`src/rtl/keypad_multiplier.sv`:
```
// keypad_multiplier
//   Keypad-driven 4x4-bit sequential multiplier. Each debounced one-hot row
//   press on fila is encoded as a 2-bit code (row index). Four presses build
//   operand A (high pair, low pair) then operand B; a shift-add datapath then
//   multiplies them over four cycles and the 8-bit product is held on m until
//   the next result completes.
//
//   Optional build macro: MULT_SIGNED_EN
//     defined   -> operands are 4-bit two's complement, m is the 8-bit
//                  two's-complement product (sign-magnitude around the same
//                  unsigned shift-add core, identical latency)
//     undefined -> unsigned 4x4 -> 8 multiplication
//
// Parameters
//   DEBOUNCE_CYCLES : cycles the synchronized row value must stay unchanged
//                     before it becomes the stable value (1..255)
//   SYNC_STAGES     : flip-flop depth of the fila synchronizer (2..3)
//
// Ports
//   clk  : system clock, rising edge
//   rst  : synchronous active-high reset
//   fila : keypad row lines, active-high, bit i = row i pressed
//   m    : product register, last completed result
module keypad_multiplier #(
    parameter int unsigned DEBOUNCE_CYCLES = 4,
    parameter int unsigned SYNC_STAGES     = 2
) (
    input  logic       clk,
    input  logic       rst,
    input  logic [3:0] fila,
    output logic [7:0] m
);

    localparam logic [7:0] DEB_LAST = 8'(DEBOUNCE_CYCLES - 1);

    typedef enum logic [2:0] {
        A_HI,
        A_LO,
        B_HI,
        B_LO,
        MULT,
        DONE
    } state_t;

    // ------------------------------------------------------------------
    // Input synchronizer
    // ------------------------------------------------------------------
    logic [3:0] sync_q [SYNC_STAGES];
    logic [3:0] sync_out;

    assign sync_out = sync_q[SYNC_STAGES-1];

    always_ff @(posedge clk) begin
        if (rst) begin
            for (int unsigned i = 0; i < SYNC_STAGES; i++) begin
                sync_q[i] <= '0;
            end
        end else begin
            sync_q[0] <= fila;
            for (int unsigned i = 1; i < SYNC_STAGES; i++) begin
                sync_q[i] <= sync_q[i-1];
            end
        end
    end

    // ------------------------------------------------------------------
    // Debounce: track follows the synchronized value; any change restarts
    // the count. Once the tracked value has been seen unchanged for
    // DEBOUNCE_CYCLES cycles it is copied to stable.
    // ------------------------------------------------------------------
    logic [3:0] track_q;
    logic [7:0] deb_cnt_q;
    logic [3:0] stable_q;

    always_ff @(posedge clk) begin
        if (rst) begin
            track_q   <= '0;
            deb_cnt_q <= '0;
            stable_q  <= '0;
        end else if (sync_out != track_q) begin
            track_q   <= sync_out;
            deb_cnt_q <= '0;
        end else if (deb_cnt_q == DEB_LAST) begin
            stable_q <= track_q;
        end else begin
            deb_cnt_q <= deb_cnt_q + 8'd1;
        end
    end

    // ------------------------------------------------------------------
    // Press detection and key encoding
    // ------------------------------------------------------------------
    logic       stable_one_hot;
    logic [1:0] stable_code;
    logic [3:0] accepted_q;
    logic       press_q;
    logic [1:0] code_q;

    always_comb begin
        stable_one_hot = (stable_q != 4'b0000) &&
                         ((stable_q & (stable_q - 4'd1)) == 4'b0000);
        stable_code = 2'd0;
        unique case (stable_q)
            4'b0010: stable_code = 2'd1;
            4'b0100: stable_code = 2'd2;
            4'b1000: stable_code = 2'd3;
            default: stable_code = 2'd0;
        endcase
    end

    // accepted_q updates in the same cycle the pulse is raised, so a held
    // key cannot retrigger; a release or a different row re-arms it.
    always_ff @(posedge clk) begin
        if (rst) begin
            accepted_q <= '0;
            press_q    <= 1'b0;
            code_q     <= '0;
        end else begin
            press_q <= 1'b0;
            if (stable_one_hot && (stable_q != accepted_q)) begin
                press_q    <= 1'b1;
                code_q     <= stable_code;
                accepted_q <= stable_q;
            end else if (stable_q == 4'b0000) begin
                accepted_q <= '0;
            end
        end
    end

    // ------------------------------------------------------------------
    // Operand magnitude / sign preparation for the B_LO -> MULT load
    // ------------------------------------------------------------------
    state_t     state_q;
    logic [3:0] a_q;
    logic [1:0] b_hi_q;
    logic [7:0] mcand_q;
    logic [3:0] mplier_q;
    logic [7:0] acc_q;
    logic [1:0] iter_q;
    logic [7:0] m_q;

    logic [3:0] b_full;
    logic [3:0] a_mag;
    logic [3:0] b_mag;
    logic [7:0] result;

`ifdef MULT_SIGNED_EN
    logic neg_q;

    // Magnitude of -8 is 4'b1000, which still fits the unsigned core.
    always_comb begin
        b_full = {b_hi_q, code_q};
        a_mag  = a_q[3]    ? (~a_q + 4'd1)    : a_q;
        b_mag  = b_full[3] ? (~b_full + 4'd1) : b_full;
        result = neg_q ? (~acc_q + 8'd1) : acc_q;
    end
`else
    always_comb begin
        b_full = {b_hi_q, code_q};
        a_mag  = a_q;
        b_mag  = b_full;
        result = acc_q;
    end
`endif

    // ------------------------------------------------------------------
    // Entry / multiply FSM
    // ------------------------------------------------------------------
    always_ff @(posedge clk) begin
        if (rst) begin
            state_q  <= A_HI;
            a_q      <= '0;
            b_hi_q   <= '0;
            mcand_q  <= '0;
            mplier_q <= '0;
            acc_q    <= '0;
            iter_q   <= '0;
            m_q      <= '0;
`ifdef MULT_SIGNED_EN
            neg_q    <= 1'b0;
`endif
        end else begin
            unique case (state_q)
                A_HI: begin
                    if (press_q) begin
                        a_q[3:2] <= code_q;
                        state_q  <= A_LO;
                    end
                end
                A_LO: begin
                    if (press_q) begin
                        a_q[1:0] <= code_q;
                        state_q  <= B_HI;
                    end
                end
                B_HI: begin
                    if (press_q) begin
                        b_hi_q  <= code_q;
                        state_q <= B_LO;
                    end
                end
                B_LO: begin
                    // The completing press loads the datapath directly, so
                    // MULT starts iterating on the very next cycle.
                    if (press_q) begin
                        mcand_q  <= {4'b0000, a_mag};
                        mplier_q <= b_mag;
                        acc_q    <= '0;
                        iter_q   <= '0;
`ifdef MULT_SIGNED_EN
                        neg_q    <= a_q[3] ^ b_full[3];
`endif
                        state_q  <= MULT;
                    end
                end
                MULT: begin
                    if (mplier_q[0]) begin
                        acc_q <= acc_q + mcand_q;
                    end
                    mcand_q  <= {mcand_q[6:0], 1'b0};
                    mplier_q <= {1'b0, mplier_q[3:1]};
                    iter_q   <= iter_q + 2'd1;
                    if (iter_q == 2'd3) begin
                        state_q <= DONE;
                    end
                end
                DONE: begin
                    m_q     <= result;
                    state_q <= A_HI;
                end
                default: state_q <= A_HI;
            endcase
        end
    end

    assign m = m_q;

endmodule

```
`config.mk`:
```
export PLATFORM = sky130hd
export DESIGN_NAME = keypad_multiplier
export DESIGN_NICKNAME = d
export VERILOG_FILES = /design/src/rtl/keypad_multiplier.sv
export SDC_FILE = /design/constraint.sdc
export NUM_CORES = 1
export LEC_CHECK = 0
export ABC_CLOCK_PERIOD_IN_PS = 3900
export BUFFER_PORTS_ARGS = -buffer_cell sky130_fd_sc_hd__clkbuf_2
export CORE_ASPECT_RATIO = 1.1
export CORE_MARGIN = 5
export CORE_UTILIZATION = 65
export CTS_CLUSTER_DIAMETER = 80
export DETAILED_ROUTE_END_ITERATION = 16
export GPL_TIMING_DRIVEN = 0
export MAX_ROUTING_LAYER = met4
export PLACE_DENSITY = 0.84
export SETUP_SLACK_MARGIN = 0.2
export SYNTH_ARGS = -nofsm -noshare
export SYNTH_HDL_FRONTEND = slang
export SYNTH_SLANG_ARGS = --single-unit
```
`constraint.sdc`:
```
create_clock -name clk -period 3.9 [get_ports clk]
set_input_delay 0.78 -clock clk [delete_from_list [all_inputs] [get_ports clk]]
set_output_delay 0.78 -clock clk [all_outputs]
set_load 0.05 [all_outputs]
```
Yosys cells after proc, flatten, opt, wreduce, memory -nomap -nowiden
Memory sizes are Yosys's and may differ from the RTL's.
Index checks and enable logic that the tools add are counted.
- mux-type cells: 24
- reductions and logical operators: 16
- equal/unequal tests: 18
- add/sub/neg operators: 4
- bitwise operators: 4
- operators by type and width (operator ; count):
    one-hot mux 8 bit (2 select lines) ; 2
    two-way mux 8 bit ; 3
    two-way mux 4 bit ; 5
    two-way mux 3 bit ; 5
    one-hot mux 3 bit (5 select lines) ; 1
    != test 2 bit (second input constant) ; 6
    AND reduction 2 bit ; 5
    adder 8 x 1 -> 8 bit (second input constant) ; 1
    adder 8 bit ; 1
    equality test 8 x 2 -> 1 bit (second input constant) ; 1
    logical NOT 4 bit ; 2
    != test 4 bit ; 2
    one-hot mux 4 bit (2 select lines) ; 1
    equality test 3 x 2 -> 1 bit (second input constant) ; 2
    equality test 3 bit (second input constant) ; 2
    one-hot mux 2 bit (3 select lines) ; 1
    AND reduction 5 bit ; 1
    AND 4 bit ; 1
    equality test 4 x 2 -> 1 bit (second input constant) ; 1
    equality test 4 x 3 -> 1 bit (second input constant) ; 1
    equality test 4 bit (second input constant) ; 1
    two-way mux 1 bit ; 4
    one-hot mux 2 bit (2 select lines) ; 1
    nonzero test 2 bit ; 2
    12 further kinds ; 14
- memories: 1
- bits in writable memories: 8
- logic and storage cells: 82
- bits in registers: 62
- input port bits: 6
- memory list (name ; depth ; width ; read ports ; clocked after memory_dff ; write ports ; line ; RTL):
    sync_q ; 2 ; 4 ; 2 ; 0 ; 2 ; 48 ; logic [3:0] sync_q [SYNC_STAGES];

Logic depth before layout (Yosys ltp)
Gate-level depths: netlist of run 1.
- word-level depth: 6
- mapped depth: 7

Least setup slack after synthesis of run 1
Ideal clock, no wire load.
- kind: register -> register
- start: reg mcand_q[0]
- end: reg acc_q[6]
- data arrival time: 1.731 ns
- required time: 3.783 ns
- setup slack: 2.052 ns
- setup time: 0.117 ns
- stages on the path, launching flop included: 8
- path through: dfxtp_1 > ha_1 > fa_1 > a21o_1 > a21oi_1 > o21ai_0 > xor2_1 > a32o_1
- longest elaborated chain between the ends: 3
- ends and longest elaborated chain (element ; line ; RTL):
    from (decl) ; 136 ; logic [7:0] mcand_q;
    from (signal assigned) ; 206 ; mcand_q <= {4'b0000, a_mag};
    from (signal assigned) ; 220 ; mcand_q <= {mcand_q[6:0], 1'b0};
    adder 8 bit ; 218 ; acc_q <= acc_q + mcand_q;
    two-way mux 8 bit ; 217 ; if (mplier_q[0]) begin
    one-hot mux 8 bit (2 select lines) ; 183 ; unique case (state_q)
    to (signal assigned) ; 218 ;
    to (decl) ; 138 ; logic [7:0] acc_q;
Every way passes these cells. The select of a mux whose other input is x is not followed.
A chain may end at the register's enable or synchronous reset.

Worst setup path after layout of run 1
Ends and elaborated chain as after synthesis.

==> metrics.csv, run 1 <==
stage,metric,value,unit
outcome,status,"complete, no violations",
power,powerDensity,384,nW/um^2
synth,synth_top_cell_area_share,45.3,%
floorplan,rows,26,
synth,synth_top_family_by_area,simple AND/OR/NAND/NOR gates,
synth,syn_avg_cell_area,9.05,sq um
setup_path,arrival,2.28,ns
placement,hpwlAfterDp,4.32,mm
drt,avgRoutedWirePerCell,14.3,microns
global_route,overflow,0,
floorplan,die_h,82.4,microns
power,vdd_drop_max,389,uV
setup_path,crit_fanout,3,
worst_hold_path,hold_path_class,reg -> reg,
floorplan,io_pins,14,
floorplan,core,4620,sq um
drt,avgViaCountPerCell,5.66,
timing,hold_viol,0,
cts,clock_sinks,70,
cells_and_area,antenna_cells,0,
timing,drv_slew,0,
synth,ys_types,43,
global_route,grt_start_max_net_pins,12,
timing,fin_skew,0.00757,ns
setup_path,startpoint_type,flop,
cells_and_area,nets,382,
synth,synth_compound_gate_area_share,13.8,%
timing,fin_crit,2.04,ns
placement,numPortBuffers,13,
cells_and_area,final_common_cell,dfxtp_1,
drt,drc,0,
timing,finalWorstSetupSlack,1.86,ns
run,maxCapViolCount,0,
floorplan,die_w,75.8,microns
timing,holdWs,0.439,ns
synth,synthAdderAreaFrac,4.61,%
timing,max_freq,489,MHz
synth,ys_ff_latch,70,
cells_and_area,layout-drive-gt1-share,10.2,%
timing,slew_headroom,63.0,%
cts,cts_tree,built,
cts,cts_buffers,9,
synth,syn_inst,342,
cells_and_area,fillerInstances,336,
cts,cts_max_level,3,
setup_path,cp-end-kind,flop,
synth,yosys_warnings,0,
global_route,antenna_found_initial,0,
global_route,grt_use_total,22.7,%
cells_and_area,area_growth,10.3,%
setup_path,worstSetupPathType,reg -> reg,
timing,fin_tns_setup,0,ns
power,p_leak,1.43,nW
synth,synth_flop_cell,dfxtp_1,
synth,synthSimpleGateAreaFrac,21.8,%
drt,ant_nets,0,
timing,rsz0062_at_grt,no,
synth,netlist_area,3100,sq um
cts,clkLatencyLatePin,0.34,ns
synth,synth_nets,358,
cts,clk_pin_slew,0.07,ns
timing,finalSetupViolations,0,
synth,synth.area.top_cells,"dfxtp_1 45%, mux2i_1 5.2%, a21oi_1 5.0%",
global_route,grt_first_pass_wirelength,10.4,mm
synth,yosysTopAreaCell,dfxtp_1,
timing,tightest_slew,0.556,ns
placement,postPlaceCellArea,3230,sq um
cts,cts_buffer_depth,2,
synth,async_flop_share,0,%
drt,finalWirelength,6.11,mm
cts,cts_hold_repair.buffers,0,
cts,cts_resized,0,
placement,routabilityCongestion,0.871,
cells_and_area,fin_util,73.9,%
synth,synth_edf_count,0,
cts,postCtsSetupBuffers,0,
cts,cts-root-buf,clkbuf_8,
synth,yosysSeqAreaShare,45.3,%
global_route,grt_pass1_vias,2278,
drt,via_count,2417,
placement,preCtsSetupSlack,1.90,ns
timing,finalCritPeriodShare,52.4,%
synth,yosys.area_share.xor_xnor,6.22,%
drt,first_iter_violations,209,
drt,drt-pass1-iter-count,4,
setup_path,required,4.14,ns
synth,synthMuxAreaShare,5.17,%
floorplan,initial_core_util,67.0,%
floorplan,dieArea,6240,sq um
cells_and_area,finalInstanceArea,3410,sq um
cells_and_area,final_cell_mix,"70 x dfxtp_1, 38 x nor2_1, 31 x nand2_1, 31 x a21oi_1, 20 x nand3_1",
## through the flow
stage / power [mW] / instances
finish: 1.31 / 427
global route: 1.35 / 427
CTS: 1.31 / 427
detailed placement: 0.777 / 411
global placement: 0.775 / 411
floorplan: 0.765 / 342
## power by group
| group | internal (mW) | switching [mW] |
|---|---|---|
| combinational | 0.0123 | 0.0217 |
| sequential | 0.721 | 0.00479 |
| clock | 0.294 | 0.256 |
## worst max-delay path, cell delays in order, from the launching register on
cell	delay, ns
dfxtp_1	0.33
ha_1	0.24
fa_1	0.42
a21o_1	0.20
a21oi_1	0.24
o21ai_0	0.15
xor2_1	0.16
a32o_1	0.21
## final cells by class
| cell class | count | area (sq um) | area share, % |
|---|---|---|---|
| Clock buffer | 12 | 135 | 3.96 |
| Tap cell | 56 | 70.1 | 2.05 |
| Sequential cell | 70 | 1400 | 41.1 |
| Buffer | 18 | 90.1 | 2.64 |
| Inverter | 2 | 7.51 | 0.220 |
| Clock inverter | 4 | 47.5 | 1.39 |
| Multi-Input combinational cell | 252 | 1600 | 46.8 |
| Timing Repair Buffer | 13 | 65.1 | 1.91 |
## synth_stat cells (all sizes together), types with 3 or more instances
master  number
a22oi        3
xnor2        9
xor2        13
ha           9
a21o         3
mux2i       16
clkbuf      11
nor3         7
dfxtp       70
nand3       21
o21ai       11
buf          7
a211oi       9
and3         5
a21oi       32
nor2        38
and2         4
nand2b       5
nor2b       14
a31o         3
nand2       31
## flip-flops by register name, indices dropped and copies added (netlist names)
| signal | cells |
|---|---|
| a_mag | 4 |
| acc_q | 8 |
| accepted_q | 4 |
| b_hi_q | 2 |
| code_q | 2 |
| deb_cnt_q | 8 |
| iter_q | 2 |
| m | 8 |
| mcand_q | 8 |
| mplier_q | 4 |
| press_q | 1 |
| stable_q | 4 |
| state_q | 3 |
| sync_q | 8 |
| track_q | 4 |
## worst paths after layout
check / from / endpoint / slack, ns / cells past startpoint
worst max-delay path: mcand_q[0] / acc_q[6] / 1.86 / 7
worst min-delay path: sync_q[0][3] / sync_q[0][7] / 0.44 / 1
worst max register to register: mcand_q[0] / acc_q[6] / 1.86 / 7
worst min register to register: sync_q[0][3] / sync_q[0][7] / 0.44 / 1
## routing by layer
metal / vias up / part of all wire (%) / track usage [%]
li1: 1236 / - / -
met1: 1125 / 47 / 28.9
met2: 42 / 47 / 35.6
met3: 14 / 4.1 / 3.39
met4: 0 / 2.0 / 9.62
met5: - / 0 / -
## kinds of logic after synthesis
kind of cell / after synthesis
buffers and inverters: 20
flip-flops: 70
adder cells (fa/ha/maj): 11
AND/OR/NAND/NOR: 135
XOR/XNOR: 22
multiplexers: 16
AO/OA/AOI/OAI: 68
(Power assumes the default switching activity.)
==> run 2, diff against run 1 <==
--- a/config.mk
+++ b/config.mk
@@ -5,16 +5,17 @@
 export SDC_FILE = /design/constraint.sdc
 export NUM_CORES = 1
 export LEC_CHECK = 0
-export ABC_CLOCK_PERIOD_IN_PS = 3900
+export ABC_AREA = 1
+export ABC_CLOCK_PERIOD_IN_PS = 2000
 export BUFFER_PORTS_ARGS = -buffer_cell sky130_fd_sc_hd__clkbuf_2
 export CORE_ASPECT_RATIO = 1.1
 export CORE_MARGIN = 5
-export CORE_UTILIZATION = 65
+export CORE_UTILIZATION = 61
 export CTS_CLUSTER_DIAMETER = 80
 export DETAILED_ROUTE_END_ITERATION = 16
 export GPL_TIMING_DRIVEN = 0
 export MAX_ROUTING_LAYER = met4
-export PLACE_DENSITY = 0.84
+export PLACE_DENSITY = 0.79
 export SETUP_SLACK_MARGIN = 0.2
 export SYNTH_ARGS = -nofsm -noshare
 export SYNTH_HDL_FRONTEND = slang
==> constraint.sdc (replaced) <==
create_clock -name clk -period 2 [get_ports clk]
set_input_delay 0.4 -clock clk [delete_from_list [all_inputs] [get_ports clk]]
set_output_delay 0.4 -clock clk [all_outputs]
set_load 0.05 [all_outputs]
==> metrics.csv, run 2 <==
stage,metric,value,unit
power,powerDensity,754,nW/um^2
timing,tightest_slew,0.553,ns
synth,syn_inst,435,
setup_path,cp-end-kind,flop,
synth,synth_edf_count,0,
drt,ant_nets,0,
setup_path,crit_fanout,3,
cells_and_area,final_cell_mix,"105 x nand2_1, 70 x dfxtp_1, 62 x nor2_1",
cells_and_area,antenna_cells,0,
cts,cts-root-buf,clkbuf_8,
cells_and_area,fillerInstances,425,
timing,max_freq,611,MHz
floorplan,die_w,79.2,microns
cts,clock_sinks,70,
power,power,2.67,mW
synth,yosys-top-cells-count,"105 x nand2_1, 70 x dfxtp_1, 62 x nor2_1, 59 x inv_1, 31 x a21oi_1",
synth,ys_types,31,
global_route,grt_first_pass_wirelength,10.6,mm
timing,fin_skew,0.00902,ns
drt,avgViaCountPerCell,5.12,
drt,drc,0,
timing,hold_viol,0,
worst_hold_path,hold_path_class,in -> reg,
cts,cts_resized,0,
synth,ys_ff_latch,70,
placement,numPortBuffers,12,
cts,cts_max_level,3,
drt,via_count,2668,
synth,synth.area.top_cells,"dfxtp_1 44%, nand2_1 12%, nor2_1 7.2%",
cells_and_area,nets,474,
cts,cts_hold_repair.buffers,0,
synth,synth_top_cell_area_share,43.6,%
power,p_leak,1.56,nW
timing,rsz0062_at_grt,no,
synth,netlist_area,3210,sq um
cells_and_area,final_common_cell,nand2_1,
run,maxCapViolCount,0,
cells_and_area,area_growth,10.4,%
cts,clkLatencyLatePin,0.35,ns
placement,hpwlAfterDp,4.49,mm
floorplan,core,5070,sq um
global_route,antenna_found_initial,0,
drt,avgRoutedWirePerCell,11.8,microns
global_route,grt_pass1_vias,2486,
synth,synth_nets,451,
power,vdd_drop_max,513,uV
timing,drv_slew,0,
cts,clk_pin_slew,0.07,ns
cts,cts_tree,built,
cts,postCtsSetupBuffers,0,
cts,cts_buffer_depth,2,
floorplan,initial_core_util,63.4,%
drt,drt-pass1-iter-count,5,
floorplan,die_h,86.1,microns
timing,fin_crit,1.64,ns
synth,synth_flop_cell,dfxtp_1,
floorplan,io_pins,14,
drt,finalWirelength,6.17,mm
timing,finalSetupViolations,0,
timing,slew_headroom,63.1,%
cells_and_area,stdcell_count,521,
cells_and_area,layout-drive-gt1-share,12.5,%
timing,finalCritPeriodShare,81.9,%
drt,first_iter_violations,171,
setup_path,required,2.22,ns
synth,yosysTopAreaCell,dfxtp_1,
synth,yosys_warnings,0,
placement,place_inst,505,
setup_path,arrival,1.85,ns
global_route,grt_use_total,20.3,%
global_route,overflow,0,
outcome,status,"complete, no violations",
cts,cts_buffers,9,
synth,yosysSeqAreaShare,43.6,%
setup_path,worstSetupPathType,reg -> reg,
synth,async_flop_share,0,%
floorplan,dieArea,6820,sq um
synth,syn_avg_cell_area,7.38,sq um
synth,yosysMostFrequentCell,nand2_1,
floorplan,rows,27,
timing,fin_tns_setup,0,ns
global_route,grt_start_max_net_pins,12,
placement,routabilityCongestion,0.883,
setup_path,startpoint_type,flop,
-- run 2: layout make-up --
type	count	area (sq um)	area share, %
Buffer	9	60.1	1.69
Clock buffer	13	159	4.48
Clock inverter	3	42.5	1.20
Inverter	66	248	6.99
Multi-Input combinational cell	290	1500	42.4
Sequential cell	70	1400	39.5
Tap cell	58	72.6	2.05
Timing Repair Buffer	12	60.1	1.69
-- run 2: logic make-up (layout without fill, tap and decap cells) --
| group | Yosys count | in the layout | synth area share [%] |
|---|---|---|---|
| and+or+nand+nor | 208 | 208 | 28.1 |
| AOI/OAI and AO/OA | 60 | 60 | 11.3 |
| muxes | 1 | 1 | 0.312 |
| adders and majority gates | 10 | 10 | 4.13 |
| buffers and inverters | 75 | 103 | 9.58 |
| xor gates and xnor gates | 11 | 11 | 3.00 |
| DFF | 70 | 70 | 43.6 |
-- run 2: path summary, 6_finish.rpt --
path	endpoint	cells after the start	from	slack, ns
worst max-delay path	acc_q[4]	8	mcand_q[0]	0.36
worst min-delay path	sync_q[0][1]	3	fila[1]	0.23
worst max register to register	acc_q[4]	8	mcand_q[0]	0.36
worst min register to register	sync_q[0][4]	2	sync_q[0][0]	0.40
-- run 2: power by group --
part | internal (mW) | switching [mW]
logic | 0.0281 | 0.0575
clock network | 0.643 | 0.529
registers | 1.41 | 0.00898
-- run 2: per-stage QoR --
step	setup slack (ns)	utilization (%)	instance area [sq um]	hold slack, ns
6_report	0.363	70.0	3550	0.232
5_1_grt	0.252	70.0	3550	0.239
4_1_cts	0.381	70.0	3550	0.219
3_5_place_dp	0.393	66.0	3340	0.395
3_3_place_gp	0.452	66.0	3340	0.389
2_1_floorplan	0.558	-	3210	0.388
-- run 2: worst max-delay path: stages (launching register included) --
cell and delay [ns]:
dfxtp_1 0.34, ha_1 0.24, fa_1 0.42, nand2_1 0.11, a21oi_1 0.08, nor2_1 0.10
nand2_1 0.08, nand3_1 0.08, a21oi_1 0.06
-- run 2: per-layer routing --
layer	track usage, %	part of all wire [%]	vias up
li1	-	-	1408
met1	22.4	45	1188
met2	34.1	48	61
met3	6.09	5.5	11
met4	8.44	1.9	0
met5	-	0	-
